`config.mk`:
```
export PLATFORM = sky130hd
export DESIGN_NAME = ldpc_cnu_scheduler
export DESIGN_NICKNAME = d
export VERILOG_FILES = /design/src/rtl/ldpc_pkg.sv /design/src/rtl/ldpc_cnu_scheduler.sv
export SDC_FILE = /design/constraint.sdc
export NUM_CORES = 1
export LEC_CHECK = 0
export CORE_MARGIN = 4
export CORE_UTILIZATION = 50
export DETAILED_ROUTE_END_ITERATION = 12
export PLACE_DENSITY_LB_ADDON = 0.1
export REMOVE_ABC_BUFFERS = 1
export SLEW_MARGIN = 20
export SYNTH_ARGS = -nofsm -noshare
export SYNTH_HDL_FRONTEND = slang
export SYNTH_SLANG_ARGS = --single-unit
```
`constraint.sdc`:
```
create_clock -name clk -period 4.25 [get_ports clk]
set_clock_uncertainty 0.05 [all_clocks]
set_input_delay 1.275 -clock clk [delete_from_list [all_inputs] [get_ports clk]]
set_output_delay 1.275 -clock clk [all_outputs]
set_load 0.01 [all_outputs]
```
`src/rtl/ldpc_pkg.sv`:
```
// Shared state type and default constants for the LDPC CNU scheduler.
// The CHK state exists only when LDPC_SCHED_EARLY_TERM_EN is defined.
package ldpc_pkg;

    localparam int LDPC_NUM_ROWS = 3;
    localparam int LDPC_CNU_LAT  = 2;
    localparam int LDPC_MSG_W    = 32;

    typedef enum logic [2:0] {
        IDLE = 3'd0,
        RD   = 3'd1,
        WAIT = 3'd2,
        WR   = 3'd3,
`ifdef LDPC_SCHED_EARLY_TERM_EN
        CHK  = 3'd4,
`endif
        DONE = 3'd5
    } sched_state_t;

endpackage

```
`src/rtl/ldpc_cnu_scheduler.sv`:
```
// Row/iteration sequencer for a shared 6-input check-node unit in layered min-sum LDPC decoding.
// Optional syndrome-based early termination is enabled by defining LDPC_SCHED_EARLY_TERM_EN.
import ldpc_pkg::*;

module ldpc_cnu_scheduler #(
    parameter int NUM_ROWS = LDPC_NUM_ROWS,
    parameter int ROW_W    = 2,
    parameter int CNU_LAT  = LDPC_CNU_LAT,
    parameter int ITER_W   = 8
) (
    input  logic              clk,
    input  logic              rst,
    input  logic              start,
    input  logic              abort,
    input  logic [ITER_W-1:0] max_iter,
    output logic              rd_en,
    output logic              wr_en,
    output logic [ROW_W-1:0]  row_addr,
    output logic              syn_req,
    input  logic              syn_valid,
    input  logic              syn_ok,
    output logic              busy,
    output logic              done,
    output logic              converged,
    output logic [ITER_W-1:0] iter_count
);

    localparam int WAIT_W = (CNU_LAT > 1) ? $clog2(CNU_LAT) : 1;
    localparam logic [ROW_W-1:0] LAST_ROW = ROW_W'(NUM_ROWS - 1);

    sched_state_t      state_q, state_d;
    logic [ROW_W-1:0]  row_q, row_d;
    logic [WAIT_W-1:0] wait_q, wait_d;
    logic [ITER_W-1:0] iter_q, iter_d;
    logic [ITER_W-1:0] max_q, max_d;
    logic              converged_q, converged_d;
    logic [ITER_W-1:0] iter_inc;

    assign iter_inc = iter_q + ITER_W'(1);

    always_ff @(posedge clk or posedge rst) begin
        if (rst) begin
            state_q     <= IDLE;
            row_q       <= '0;
            wait_q      <= '0;
            iter_q      <= '0;
            max_q       <= ITER_W'(1);
            converged_q <= 1'b0;
        end else begin
            state_q     <= state_d;
            row_q       <= row_d;
            wait_q      <= wait_d;
            iter_q      <= iter_d;
            max_q       <= max_d;
            converged_q <= converged_d;
        end
    end

    // abort overrides every transition but leaves iteration count and convergence flag alone
    always_comb begin
        state_d     = state_q;
        row_d       = row_q;
        wait_d      = wait_q;
        iter_d      = iter_q;
        max_d       = max_q;
        converged_d = converged_q;
        if (abort) begin
            state_d = IDLE;
        end else begin
            case (state_q)
                IDLE: begin
                    if (start) begin
                        row_d       = '0;
                        iter_d      = '0;
                        converged_d = 1'b0;
                        max_d       = (max_iter == '0) ? ITER_W'(1) : max_iter;
                        state_d     = RD;
                    end
                end
                RD: begin
                    wait_d  = WAIT_W'(CNU_LAT - 1);
                    state_d = WAIT;
                end
                WAIT: begin
                    if (wait_q == '0) begin
                        state_d = WR;
                    end else begin
                        wait_d = wait_q - WAIT_W'(1);
                    end
                end
                WR: begin
                    if (row_q == LAST_ROW) begin
                        iter_d = iter_inc;
`ifdef LDPC_SCHED_EARLY_TERM_EN
                        state_d = CHK;
`else
                        if (iter_inc == max_q) begin
                            state_d = DONE;
                        end else begin
                            row_d   = '0;
                            state_d = RD;
                        end
`endif
                    end else begin
                        row_d   = row_q + ROW_W'(1);
                        state_d = RD;
                    end
                end
`ifdef LDPC_SCHED_EARLY_TERM_EN
                CHK: begin
                    if (syn_valid) begin
                        if (syn_ok) begin
                            converged_d = 1'b1;
                            state_d     = DONE;
                        end else if (iter_q == max_q) begin
                            state_d = DONE;
                        end else begin
                            row_d   = '0;
                            state_d = RD;
                        end
                    end
                end
`endif
                DONE: begin
                    state_d = IDLE;
                end
                default: begin
                    state_d = IDLE;
                end
            endcase
        end
    end

    assign rd_en      = (state_q == RD);
    assign wr_en      = (state_q == WR);
    assign row_addr   = row_q;
    assign done       = (state_q == DONE);
    assign converged  = converged_q;
    assign iter_count = iter_q;

`ifdef LDPC_SCHED_EARLY_TERM_EN
    assign syn_req = (state_q == CHK);
    assign busy    = (state_q == RD) || (state_q == WAIT) || (state_q == WR) || (state_q == CHK);
`else
    logic unused_syn;
    assign unused_syn = syn_valid | syn_ok;
    assign syn_req    = 1'b0;
    assign busy       = (state_q == RD) || (state_q == WAIT) || (state_q == WR);
`endif

endmodule

```
Word-level counts from Yosys, hierarchy flattened
Index checks and enable logic that the tools add are counted.
{"block": "totals", "register_bits": 22, "word_cells": 47}
{"block": "op_classes", "add_sub_neg": 3, "eq_ne": 11, "n_mux": 16, "bitwise": 1, "n_reduce_logical": 11}
{"operator": "2-to-1 mux 8 bit", "count": 3}
{"operator": "case mux 8 bit (2 select lines)", "count": 1}
{"operator": "2-to-1 mux 3 bit", "count": 5}
{"operator": "case mux 3 bit (4 select lines)", "count": 1}
{"operator": "!= test 3 bit (second input constant)", "count": 3}
{"operator": "adder 8 x 1 -> 8 bit (second input constant)", "count": 1}
{"operator": "== test 8 bit", "count": 1}
{"operator": "zero test 8 bit", "count": 1}
{"operator": "AND reduction 4 bit", "count": 2}
{"operator": "== test 3 x 2 -> 1 bit (second input constant)", "count": 2}
{"operator": "2-to-1 mux 2 bit", "count": 3}
{"operator": "case mux 2 bit (2 select lines)", "count": 1}
{"operator": "AND reduction 2 bit", "count": 2}
{"operator": "nonzero test 2 bit", "count": 2}
{"operator": "== test 3 x 1 -> 1 bit (second input constant)", "count": 1}
{"operator": "== test 3 bit (second input constant)", "count": 1}
{"operator": "zero test 3 bit", "count": 1}
{"operator": "AND reduction 3 bit", "count": 1}
{"operator": "adder 2 x 1 -> 2 bit (second input constant)", "count": 1}
{"operator": "== test 2 bit (second input constant)", "count": 1}
{"operator": "logical OR 1 bit", "count": 2}
{"operator": "!= test 2 x 1 -> 1 bit (second input constant)", "count": 1}
{"operator": "!= test 2 bit (second input constant)", "count": 1}
{"operator": "case mux 1 bit (2 select lines)", "count": 1}
{"operator": "3 further kinds", "count": 3}

Longest topological paths before layout
{"block": "depth", "depth_word": 6, "depth_mapped": 6, "depth_no_buf": 6}

Worst setup path after synthesis
OpenSTA, ideal clock, no wires.
{"block": "synth_timing", "path_type": "input to register", "startpoint": "input port abort", "endpoint": "register iter_q[5] (netlist: iter_count[5])", "setup_ps": 131, "arrival_time_ps": 2038, "required_ps": 4069, "path_slack_ps": 2031, "path_stages": 5, "path_buffers": 0, "cell_sequence": "and4bb_2 -> and2_0 -> and2_1 -> o21ai_0 -> o31ai_1"}
{"block": "synth_via", "elab_chain_cells": 2}
{"element": "from (decl)", "line_no": "ldpc_cnu_scheduler.sv:14", "text": "input logic abort,"}
{"element": "NOT 1 bit (no source line)"}
{"element": "AND reduction 4 bit (no source line)"}
{"element": "to (signal assigned)", "line_no": "ldpc_cnu_scheduler.sv:53", "text": "iter_q <= iter_d;"}
{"element": "to (decl)", "line_no": "ldpc_cnu_scheduler.sv:34", "text": "logic [ITER_W-1:0] iter_q, iter_d;"}
Every way passes these cells.
A chain may end at the register's enable or synchronous reset.

Worst setup path after layout
{"block": "layout_timing", "startpoint": "register state_q[0]", "endpoint": "output port wr_en"}
{"block": "layout_via", "elab_chain_cells": 1}
{"element": "from (decl)", "line_no": "ldpc_cnu_scheduler.sv:31", "text": "sched_state_t state_q, state_d;"}
{"element": "from (signal assigned)", "line_no": "ldpc_cnu_scheduler.sv:50", "text": "state_q <= state_d;"}
{"element": "== test 3 x 2 -> 1 bit", "line_no": "ldpc_cnu_scheduler.sv:135", "text": "assign wr_en = (state_q == WR);"}
{"element": "to (decl)", "line_no": "ldpc_cnu_scheduler.sv:17", "text": "output logic wr_en,"}
Every way passes these cells.

==> impl_results.md <==
- Status: complete, no violations
- Post-Synth Adder-Cell Area: 0.9814%
- Reg clk slew, reported paths: 0.13 ns
- Synth top area share: 41.22%
- Critical path class: register to primary output
- Placed cell count: 183
- Rel. slew slack: 45.13%
- Die Ht: 58.50 um
- Nets: 173
- Slew at the pin closest to its max-slew limit: 0.8221 ns
- H-Tree Depth: 1
- Multiplexer area fraction after synthesis: 6.183%
- Drc violations: 0
- Clk sinks: 22
- Asr flop ratio synth: 100.0%
- Max-cap viol count: 0
- Multi-input logic area: 649.4 um^2
- Drt wl/cell: 13.74 um
- RSZ-0062 raised after global routing: false
- RePlAce Congestion: 0.9501
- Post-synth EDFFs: 0
- Syn Area/Cell: 9.444 um^2
- CTS buffer count: 3
- Final Cycle Share: 73.31%
- Synth-to-layout area growth: 21.39%
- Top-count cell post-synth: dfrtp_1
- # setup viols final: 0
- First-pass GRT wire length: 4340 um
- Post-Syn Area: 1275 um^2
- Post-Synth XOR/XNOR Area: 8.243%
- Peak VDD IR: 0.2943 mV
- Port Buffer Count: 25
- Sequential fraction of the synthesis area: 43.28%
- Initial DRC Count: 28
- Routed WL: 2570 um
- Core Area: 2455 um^2
- Number of global-route vias before repair: 965
- Slew Viols, Final: 0
- Critical-path cell list: nand2_1, or2_4, inv_1, clkdlybuf4s50_1
- Largest stage delay, worst path: 0.55 ns
- Largest net degree at the start of global routing: 23
- Filler instances: 222
- Critical Path RT: 2.92 ns
- Final core occ: 63.05%
- Synth Instances: 135
- Post-CTS Hold Fix Bufs: 0
- Top post-synthesis cells by count: dfrtp_1, o21ai_0, nor2_1
- Initial antenna violation count: 0
- ANT nets after route: 0
- Via count: 1038
- GRT Total Usage: 16.40%
- Hold WS: 0.4538 ns
- #FFs+latches synth: 22
- Pwr dens: 423.1 nW/um^2
- # IOs: 30
- Finished Layout Cells: 187
- Synth Area in Compound Gates: 16.09%
- Clk_lat worst skew: 0.31 ns
- Static leakage: 0.6418 nW
- CTS tree: done
- Post-CTS setup buffer count: 0
- Ys Warns: 0
- Setup TNS: 0 ns
- Layout cells sized above 1: 10.19%
- Root buffer cell: clkbuf_4
- Hold/Removal Path Class: register to register
- Ranking of synthesized cells by area: dfrtp_1, mux2_2, xnor2_1
- Largest family of logic cells by synthesized area: simple AND/OR/NAND/NOR gates
- Pre-antenna DRT Iters: 4
- Yosys top cell by area: dfrtp_1
- Die width: 58.50 um
- Critical path startpoint category: register
- Via/cell ratio: 5.551
- Global route overflow: 0
- # diodes: 0
- Slowest-stage cell, CP: dfrtp_1
- Arr. time, crit path: 1.79 ns
- Post-Synth Simple-Gate Area: 18.84%
- Fmax: 321.0 MHz
- Hold Fails Final Rpt: 0
- Final HPWL DP: 1949 um
- Sequential Area: 551.8 um^2
- Top FF cell, synth: dfrtp_1
- Distinct cell type count after synthesis: 35
- Deepest clock path buffer count: 2
- Crit-path max FO: 11
- FP Rows: 18
- Die area: 3422 um^2
- Initial core utilization: 51.94%
- Critical path endpoint category: primary output
- Post-CTS Resized: 0
- Tmin final: 3.116 ns
[metrics by stage]
step	cell area, um^2	power (mW)	setup slack (ns)
finish	1548	0.6548	1.134
global route	1548	0.7009	1.017
CTS	1548	0.6625	1.130
detailed placement	1511	0.5454	1.030
global placement	1511	0.5365	1.065
floorplan	1224	0.4660	1.844
[sequential cells by signal, indices dropped and copies added (netlist names)]
name / cells
max_q: 8
state_q: 3
wait_q: 1
iter_count: 8
row_addr: 2
[report_power, final]
| group | internal [mW] | switching (mW) | leakage (nW) |
|---|---|---|---|
| registers | 0.264 | 0.0568 | 0.281 |
| logic | 0.124 | 0.0920 | 0.340 |
| clock network | 0.0523 | 0.0649 | 0.0210 |
[routing by layer]
metal  track usage, %  wire length, um  vias up  share of wire (%)
met5                0                0        -                  0
met3            1.974              106        4                4.1
met2            26.48             1248       18                 49
li1                 -                -      514                  -
met4            7.947               43        0                1.7
met1            21.79             1172      502                 46
[critical path: cells and delay by family, from the launching register on]
family	cells	cell delay, ns
buf+inv	2	0.58
simple gates	2	0.35
flops	1	0.55
[path summary, 6_finish.rpt]
path	from	endpoint	slack, ns	depth (start not counted)
setup / recovery	state_q[0]$_DFFE_PP0P_	wr_en	1.13	4
hold / removal	max_q[0]$_DFFE_PP1P_	max_q[0]$_DFFE_PP1P_	0.45	2
setup reg to reg	state_q[2]$_DFFE_PP0P_	iter_count[6]$_DFFE_PP0P_	2.31	5
hold reg to reg	max_q[0]$_DFFE_PP1P_	max_q[0]$_DFFE_PP1P_	0.45	2
max in group asynchronous	rst	iter_count[5]$_DFFE_PP0P_	2.28	2
min in group asynchronous	rst	state_q[1]$_DFFE_PP0P_	1.36	2
[cells by family (layout without fill, tap and decap cells)]
family / Yosys count / after routing
simple gates: 46 / 46
compound gates: 32 / 32
flops: 22 / 22
buf+inv: 14 / 35
xor+xnor: 12 / 12
mux: 7 / 7
fa+ha+maj: 1 / 1
other cells: 1 / 2
[cell type report]
type	count	area share, %
multi-input cells	100	41.96
flip-flops and latches	22	35.65
inverters	6	1.455
clock buffers	4	2.344
repair buffers	25	16.17
well taps	30	2.425
[layout by cell type (no fill, tap or decap), drive strengths merged, types with 2 or more instances in the layout]
master | synthesis | final
clkbuf | 0 | 4
o21ai | 13 | 13
nand3 | 6 | 6
nor2 | 11 | 11
nand2 | 8 | 8
o31ai | 6 | 6
inv | 6 | 6
and3 | 4 | 4
mux2 | 7 | 7
xor2 | 4 | 4
a21oi | 6 | 6
conb | 1 | 2
nor3b | 2 | 2
nand4 | 2 | 2
xnor2 | 8 | 8
and2 | 3 | 3
nor3 | 4 | 4
dfrtp | 21 | 21
clkdlybuf4s50 | 0 | 25
Note: power is estimated with default switching activity, not from simulation.
